File: src/rtl/adxl362_resp_pkg.sv
// Shared constants, register map and FSM encoding for the ADXL362 SPI responder.
package adxl362_resp_pkg;

  localparam logic [7:0] CMD_WRITE      = 8'h0A;
  localparam logic [7:0] CMD_READ       = 8'h0B;

  localparam logic [7:0] ADDR_REVID     = 8'h03;
  localparam logic [7:0] ADDR_XDATA     = 8'h08;
  localparam logic [7:0] ADDR_YDATA     = 8'h09;
  localparam logic [7:0] ADDR_ZDATA     = 8'h0A;
  localparam logic [7:0] ADDR_STATUS    = 8'h0B;
  localparam logic [7:0] ADDR_SOFT_RST  = 8'h1F;
  localparam logic [7:0] ADDR_POWER_CTL = 8'h2D;
  localparam logic [7:0] REG_LO         = 8'h20;
  localparam logic [7:0] REG_HI         = 8'h2E;

  localparam logic [7:0] REVID_VAL      = 8'h01;
  localparam logic [7:0] SOFT_RESET_KEY = 8'h52;

  localparam int unsigned REG_COUNT     = 15;

  typedef enum logic [2:0] {
    IDLE,
    CMD,
    ADDR,
    DATA,
    IGNORE
  } state_t;

  function automatic logic is_writable(input logic [7:0] a);
    return (a >= REG_LO) && (a <= REG_HI);
  endfunction

  function automatic logic is_xyz(input logic [7:0] a);
    return (a >= ADDR_XDATA) && (a <= ADDR_ZDATA);
  endfunction

endpackage

File: src/rtl/spi_pin_sync.sv
// Two-flop synchronizer followed by a registered rise/fall detector.
// o_level is the delayed copy so it lines up with the edge pulses.
module spi_pin_sync #(
  parameter logic RST_VAL = 1'b0
) (
  input  logic clk,
  input  logic arst,
  input  logic i_pin,
  output logic o_level,
  output logic o_rise,
  output logic o_fall
);

  logic r_meta;
  logic r_sync;
  logic r_prev;
  logic r_rise;
  logic r_fall;

  always_ff @(posedge clk or posedge arst) begin
    if (arst) begin
      r_meta <= RST_VAL;
      r_sync <= RST_VAL;
      r_prev <= RST_VAL;
      r_rise <= 1'b0;
      r_fall <= 1'b0;
    end else begin
      r_meta <= i_pin;
      r_sync <= r_meta;
      r_prev <= r_sync;
      r_rise <= r_sync & ~r_prev;
      r_fall <= ~r_sync & r_prev;
    end
  end

  assign o_level = r_prev;
  assign o_rise  = r_rise;
  assign o_fall  = r_fall;

endmodule

File: src/rtl/adxl362_spi_responder.sv
// ADXL362 register-interface model: oversampled SPI mode-0 responder with
// ID/sample/STATUS read map, writable 0x20-0x2E block and tear-free sample shadow.
module adxl362_spi_responder
  import adxl362_resp_pkg::*;
#(
  parameter logic [7:0] DEVID_AD  = 8'hAD,
  parameter logic [7:0] DEVID_MST = 8'h1D,
  parameter logic [7:0] PARTID    = 8'hF2
) (
  input  logic       clk,
  input  logic       arst,
  input  logic       spi_csn,
  input  logic       spi_sclk,
  input  logic       spi_mosi,
  output logic       spi_miso,
  output logic       spi_miso_oe,
  input  logic [7:0] sample_x,
  input  logic [7:0] sample_y,
  input  logic [7:0] sample_z,
  input  logic       sample_valid,
  output logic [7:0] power_ctl,
  output logic       measure_en,
  output logic       txn_done
);

  localparam logic [3:0] PWR_IDX = 4'(ADDR_POWER_CTL - REG_LO);

  logic w_csn_lvl, w_csn_rise, w_csn_fall;
  logic w_sclk_lvl_unused, w_sclk_rise, w_sclk_fall;
  logic w_mosi, w_unused_mosi_rise, w_unused_mosi_fall;

  spi_pin_sync #(.RST_VAL(1'b1)) u_sync_csn (
    .clk(clk), .arst(arst), .i_pin(spi_csn),
    .o_level(w_csn_lvl), .o_rise(w_csn_rise), .o_fall(w_csn_fall)
  );

  spi_pin_sync #(.RST_VAL(1'b0)) u_sync_sclk (
    .clk(clk), .arst(arst), .i_pin(spi_sclk),
    .o_level(w_sclk_lvl_unused), .o_rise(w_sclk_rise), .o_fall(w_sclk_fall)
  );

  spi_pin_sync #(.RST_VAL(1'b0)) u_sync_mosi (
    .clk(clk), .arst(arst), .i_pin(spi_mosi),
    .o_level(w_mosi), .o_rise(w_unused_mosi_rise), .o_fall(w_unused_mosi_fall)
  );

  state_t     r_state, w_next;
  logic [2:0] r_bitcnt;
  logic [7:0] r_shift;
  logic [7:0] r_addr;
  logic [7:0] r_tx;
  logic       r_is_read;
  logic       r_xyz_read;

  logic [7:0] r_regs [REG_COUNT];
  logic [7:0] r_shadow_x, r_shadow_y, r_shadow_z;
  logic [7:0] r_pend_x, r_pend_y, r_pend_z;
  logic       r_pending;
  logic       r_drdy;

  logic       w_active;
  logic       w_bit;
  logic       w_byte_done;
  logic [7:0] w_rx_byte;
  logic       w_wr_commit;
  logic       w_soft_reset;
  logic       w_copy;
  logic [7:0] w_rd_addr;
  logic [7:0] w_rd_data;

  assign w_active     = (r_state == CMD) || (r_state == ADDR) || (r_state == DATA);
  assign w_bit        = w_active && w_sclk_rise && !w_csn_rise;
  assign w_byte_done  = w_bit && (r_bitcnt == 3'd7);
  assign w_rx_byte    = {r_shift[6:0], w_mosi};
  assign w_wr_commit  = w_byte_done && (r_state == DATA) && !r_is_read;
  assign w_soft_reset = w_wr_commit && (r_addr == ADDR_SOFT_RST) && (w_rx_byte == SOFT_RESET_KEY);
  assign w_copy       = (r_state == IDLE) && r_pending;

  // Byte to preload into MISO: the address just received, or the next in the burst.
  assign w_rd_addr = (r_state == ADDR) ? w_rx_byte : r_addr + 8'd1;

  always_comb begin
    w_rd_data = '0;
    if (is_writable(w_rd_addr)) begin
      w_rd_data = r_regs[4'(w_rd_addr - REG_LO)];
    end else begin
      unique case (w_rd_addr)
        8'h00:       w_rd_data = DEVID_AD;
        8'h01:       w_rd_data = DEVID_MST;
        8'h02:       w_rd_data = PARTID;
        ADDR_REVID:  w_rd_data = REVID_VAL;
        ADDR_XDATA:  w_rd_data = r_shadow_x;
        ADDR_YDATA:  w_rd_data = r_shadow_y;
        ADDR_ZDATA:  w_rd_data = r_shadow_z;
        ADDR_STATUS: w_rd_data = {7'b0, r_drdy};
        default:     w_rd_data = '0;
      endcase
    end
  end

  always_ff @(posedge clk or posedge arst) begin
    if (arst) r_state <= IDLE;
    else      r_state <= w_next;
  end

  always_comb begin
    w_next = r_state;
    if (w_csn_rise) begin
      w_next = IDLE;
    end else begin
      unique case (r_state)
        IDLE:    if (w_csn_fall) w_next = CMD;
        CMD:     if (w_byte_done)
                   w_next = ((w_rx_byte == CMD_READ) || (w_rx_byte == CMD_WRITE)) ? ADDR : IGNORE;
        ADDR:    if (w_byte_done) w_next = DATA;
        DATA:    w_next = DATA;
        IGNORE:  w_next = IGNORE;
        default: w_next = IDLE;
      endcase
    end
  end

  always_comb begin
    spi_miso    = 1'b0;
    spi_miso_oe = ~w_csn_lvl;
    txn_done    = w_csn_rise;
    if ((r_state == DATA) && r_is_read) spi_miso = r_tx[7];
  end

  // The fall that follows a completed byte must not shift: the freshly loaded
  // MSB has to stay on MISO until the next rising edge.
  always_ff @(posedge clk or posedge arst) begin
    if (arst) begin
      r_bitcnt   <= '0;
      r_shift    <= '0;
      r_addr     <= '0;
      r_tx       <= '0;
      r_is_read  <= 1'b0;
      r_xyz_read <= 1'b0;
    end else if (w_csn_fall) begin
      r_bitcnt   <= '0;
      r_tx       <= '0;
      r_is_read  <= 1'b0;
      r_xyz_read <= 1'b0;
    end else if (w_bit) begin
      r_bitcnt <= r_bitcnt + 3'd1;
      r_shift  <= w_rx_byte;
      if (w_byte_done) begin
        unique case (r_state)
          CMD:  r_is_read <= (w_rx_byte == CMD_READ);
          ADDR: begin
            r_addr <= w_rx_byte;
            if (r_is_read) r_tx <= w_rd_data;
          end
          DATA: begin
            r_addr <= r_addr + 8'd1;
            if (r_is_read) begin
              r_tx <= w_rd_data;
              if (is_xyz(r_addr)) r_xyz_read <= 1'b1;
            end
          end
          default: ;
        endcase
      end
    end else if (w_sclk_fall && (r_state == DATA) && (r_bitcnt != 3'd0)) begin
      r_tx <= {r_tx[6:0], 1'b0};
    end
  end

  always_ff @(posedge clk or posedge arst) begin
    if (arst) begin
      r_pend_x   <= '0;
      r_pend_y   <= '0;
      r_pend_z   <= '0;
      r_pending  <= 1'b0;
      r_shadow_x <= '0;
      r_shadow_y <= '0;
      r_shadow_z <= '0;
      r_drdy     <= 1'b0;
    end else begin
      if (sample_valid) begin
        r_pend_x <= sample_x;
        r_pend_y <= sample_y;
        r_pend_z <= sample_z;
      end
      r_pending <= sample_valid | (r_pending & ~w_copy);
      if (w_copy) begin
        r_shadow_x <= r_pend_x;
        r_shadow_y <= r_pend_y;
        r_shadow_z <= r_pend_z;
      end
      if (w_copy)                        r_drdy <= 1'b1;
      else if (w_soft_reset)             r_drdy <= 1'b0;
      else if (w_csn_rise && r_xyz_read) r_drdy <= 1'b0;
    end
  end

  always_ff @(posedge clk or posedge arst) begin
    if (arst) begin
      for (int unsigned i = 0; i < REG_COUNT; i++) r_regs[i] <= '0;
    end else if (w_soft_reset) begin
      for (int unsigned i = 0; i < REG_COUNT; i++) r_regs[i] <= '0;
    end else if (w_wr_commit && is_writable(r_addr)) begin
      r_regs[4'(r_addr - REG_LO)] <= w_rx_byte;
    end
  end

  assign power_ctl  = r_regs[PWR_IDX];
  assign measure_en = (power_ctl[1:0] == 2'b10);

endmodule
File: config.mk
export PLATFORM = sky130hd
export DESIGN_NAME = adxl362_spi_responder
export DESIGN_NICKNAME = d
export VERILOG_FILES = /design/src/rtl/adxl362_resp_pkg.sv /design/src/rtl/spi_pin_sync.sv /design/src/rtl/adxl362_spi_responder.sv
export SDC_FILE = /design/constraint.sdc
export NUM_CORES = 1
export LEC_CHECK = 0
export ABC_AREA = 1
export CORE_MARGIN = 2
export CORE_UTILIZATION = 61
export DETAILED_ROUTE_END_ITERATION = 10
export PLACE_DENSITY_LB_ADDON = 0.25
export SYNTH_ARGS = -nofsm -noshare
export SYNTH_HDL_FRONTEND = slang
export SYNTH_SLANG_ARGS = --single-unit
File: constraint.sdc
create_clock -name clk -period 7.7 [get_ports clk]
set_input_delay 0.77 -clock clk [delete_from_list [all_inputs] [get_ports clk]]
set_output_delay 0.77 -clock clk [all_outputs]
set_load 0.03 [all_outputs]
==> flow_summary_export.csv <==
group,metric,value,unit
run_status,outcome,"finished clean",
power,power_switching_share,0.302,
final_layout,insertedDiodeCount,0,
yosys,ys_top_cells_by_count,"nand2_1 (455), dfrtp_1 (211), o21ai_0 (152), inv_1 (150), nor2_1 (82)",
clock_network,clock-sinks,214,
clock_network,clk_transition_reported_paths,0.06,ns
yosys,post_synth_num_cell_types,40,
yosys,syn_inst,1397,
power,power_frac_comb,0.159,
yosys,synth.yosys.seq_area_share,0.494,
yosys,yosys_most_used_dff,"dfrtp_1",
final_layout,fraction_of_final_layout_cells_sized_beyond_drive_strength_1,0.0721,
final_layout,stdcell_count,1654,
grt,first_global_vias,9385,
power,switchingPower,898,uW
sta,setup_repair_after_global_routing_missed_its_margin,"no",
power,irDropWorstVdd,0.273,mV
place,dpl_cell_area,11300,um2
sta,worst-slew-pin-transition,1.27,ns
critical_path,worstPathArrival,2.48,ns
critical_path,crit_path_end,"spi_miso",
yosys,synth_area_per_cell,7.76,um2
die,floorplan_die_area,18900,um2
grt,grt_pass1_wl,46900,um
yosys,synth-async-reset-ratio,1.00,
grt,grt_start_max_net_pins,107,
critical_path,timing.setup.critical_path_class,"reg2out",
drt,drt.antenna.violating_nets,0,
critical_path,endpoint_required_time_on_the_critical_path,6.93,ns
clock_network,postCtsSetupRepairBufs,0,
power,intPower,2.08,mW
critical_path,critical_path.startpoint,"r_state[2]",
sta,post-route-period-util,0.422,
final_layout,nets,1449,
sta,clock-skew-final,0.0172,ns
place,placed_cell_count,1611,
clock_network,numCtsBuffers,24,
clock_network,tritoncts,"yes",
die,die_height,137,um
grt,total_global_routing_overflow,0,
critical_path,rr_worst_depth,13,
grt,grt_antenna_before_repair,0,
min_path,hold_class,"reg2reg",
sta,slew_viol_final,0,
sta,setup_slack,4.45,ns
die,rows,48,
critical_path,r2r_slack,4.69,ns
place,detailed_place_hpwl,19000,um
grt,grt_usage,0.318,
power,pwr-share-clk,0.395,
final_layout,areaGrowthSynthToFinish,11.7,%
yosys,synth_edf_count,0,
sta,fin_setup_tns,0,ns
place,gpl.final_weighted_congestion,0.993,
final_layout,utilization,0.698,
critical_path,r2r_end,"r_tx[1]",
yosys,ys_warn_count,0,
yosys,synth_fp_nets,1434,
critical_path,critical_path.endpoint_type,"output pin",
power,static-leakage-power,5.73,nW
drt,detail_route.wirelength,28800,um
sta,final-setup-viol-count,0,
yosys,ys_ff_latch,214,
final_layout,register_area,5360,um2
drt,drt-pass1-iter-count,5,
sta,fmax,307,MHz
critical_path,crit_path_start_kind,"flip-flop",
drt,vias_per_cell,5.86,
sta,final.min_clock_period,3.25,ns
place,place_worst_setup_slack,4.79,ns
final_layout,area_taken_by_multi_input_logic_gates,4560,um2
die,die_w,137,um
clock_network,clk_path_buf_depth,3,
flow_run,cap_viol_max_count,0,
yosys,cell_type_with_the_largest_total_area_after_synthesis,"dfrtp_1",
yosys,synth_area,10800,um2
drt,drc_errors,0,
die,initial_utilization,0.625,
yosys,yosys-top-cells-area,"dfrtp_1 (49%), nand2_1 (16%), o21ai_0 (7.0%)",
die,placeableCoreArea,17400,um2
critical_path,crit_fanout,17,
sta,worst_slew_margin_rel,0.147,
clock_network,post_cts_hold_buffer_count,0,
yosys,synthMostInstantiatedCell,"nand2_1",
critical_path,worst_r2r_startpoint,"r_addr[1]",
power,power,2.98,mW
sta,timing.final.hold_violations,0,
clock_network,insertion_delay,0.52,ns
final_layout,fill_cells,1484,
sta,holdWs,0.345,ns
clock_network,postCtsResizedCells,0,
power,share_seq_of_total_power,0.447,
final_layout,final_instance_area,12100,um2
clock_network,ctsRootBufferMaster,"clkbuf_16",
drt,dr_total_vias,9699,
clock_network,clock_tree.htree_level_count,1,
yosys,area_share_of_the_largest_cell_type_after_synthesis,0.487,
power,power_density,246,nW/um2
die,top_level_ports,42,
drt,drt-wirelength-per-cell,17.4,um
drt,dr.first_iter.drc_count,1041,
place,numPortBuffers,41,
-- kinds of logic (layout without fill, tap and decap cells) --
logic type	count (synthesis)	in the layout	share of synthesized area
compound gates	251	251	0.128
fa+ha+maj	7	7	0.00808
buf+inv	221	253	0.0851
flops	214	214	0.494
simple gates	704	704	0.284
-- per-layer routing --
metal | GRT usage | share of wire | up-vias
li1 | - | - | 4519
met1 | 0.410 | 0.41 | 4626
met2 | 0.532 | 0.48 | 439
met3 | 0.0489 | 0.071 | 115
met4 | 0.144 | 0.044 | 0
met5 | 0 | 0 | -
-- power groups by stage --
stage          sequential [mW]  combinational [mW]  clock [mW]
2_1_floorplan             1.31               0.328           0
3_3_place_gp              1.35               0.453           0
3_5_place_dp              1.35               0.466           0
4_1_cts                   1.33               0.472        1.18
5_1_grt                   1.34               0.535        1.23
6_report                  1.33               0.473        1.18
-- area by class of cell --
type                    instances  share of cell area
well taps                     225              0.0233
inverters                     158              0.0496
flip-flops and latches        214               0.443
clock inverters                 5             0.00641
repair buffers                 52              0.0407
clock buffers                  38              0.0607
multi-input cells             962               0.377
-- sequential cells by signal, indices dropped and copies added (netlist names), 3 cells and up --
name / flops
power_ctl: 8
r_addr: 8
r_bitcnt: 3
r_pend_x: 8
r_pend_y: 8
r_pend_z: 8
r_regs: 112
r_shadow_x: 8
r_shadow_y: 8
r_shadow_z: 8
r_shift: 7
r_state: 3
r_tx: 8
-- worst min-delay path by stage --
stage / start / endpoint / slack, ns / depth (start not counted)
6_report: u_sync_mosi.r_sync / u_sync_mosi.o_level / 0.34 / 0
5_1_grt: u_sync_csn.r_meta / u_sync_csn.r_sync / 0.35 / 0
4_1_cts: u_sync_mosi.r_sync / u_sync_mosi.o_level / 0.35 / 0
3_5_place_dp: u_sync_mosi.r_sync / u_sync_mosi.o_level / 0.34 / 0
3_3_place_gp: u_sync_mosi.r_sync / u_sync_mosi.o_level / 0.33 / 0
2_1_floorplan: u_sync_mosi.r_sync / u_sync_mosi.o_level / 0.33 / 0
-- placed cells by master, fill, tap and decap left out, types with 3 or more instances in the layout --
cell / synthesis / routed
nand2_2: 14 / 14
a22oi_1: 14 / 14
o211ai_1: 5 / 5
o21ai_1: 21 / 21
nor2_1: 82 / 82
a21oi_1: 20 / 20
inv_1: 150 / 149
nor2_4: 6 / 6
dfrtp_1: 211 / 211
nand3_2: 4 / 4
clkdlybuf4s50_1: 0 / 41
nand4_1: 27 / 27
o22ai_1: 21 / 21
nand3_1: 77 / 77
ha_1: 7 / 7
clkbuf_8: 0 / 6
nand3b_1: 23 / 23
dfstp_2: 3 / 3
buf_4: 14 / 11
nor2_2: 7 / 7
a21oi_2: 10 / 10
inv_2: 6 / 6
clkbuf_1: 26 / 7
o21ai_0: 152 / 152
nand2_1: 455 / 455
clkbuf_16: 0 / 25
-- critical path, cell delays in order, from the launching register on --
cell	delay (ns)
dfrtp_1	0.44
inv_2	0.13
nand2_2	0.11
nor2_4	0.34
and3_1	0.28
clkdlybuf4s50_1	0.68
(Power assumes the default switching activity.)
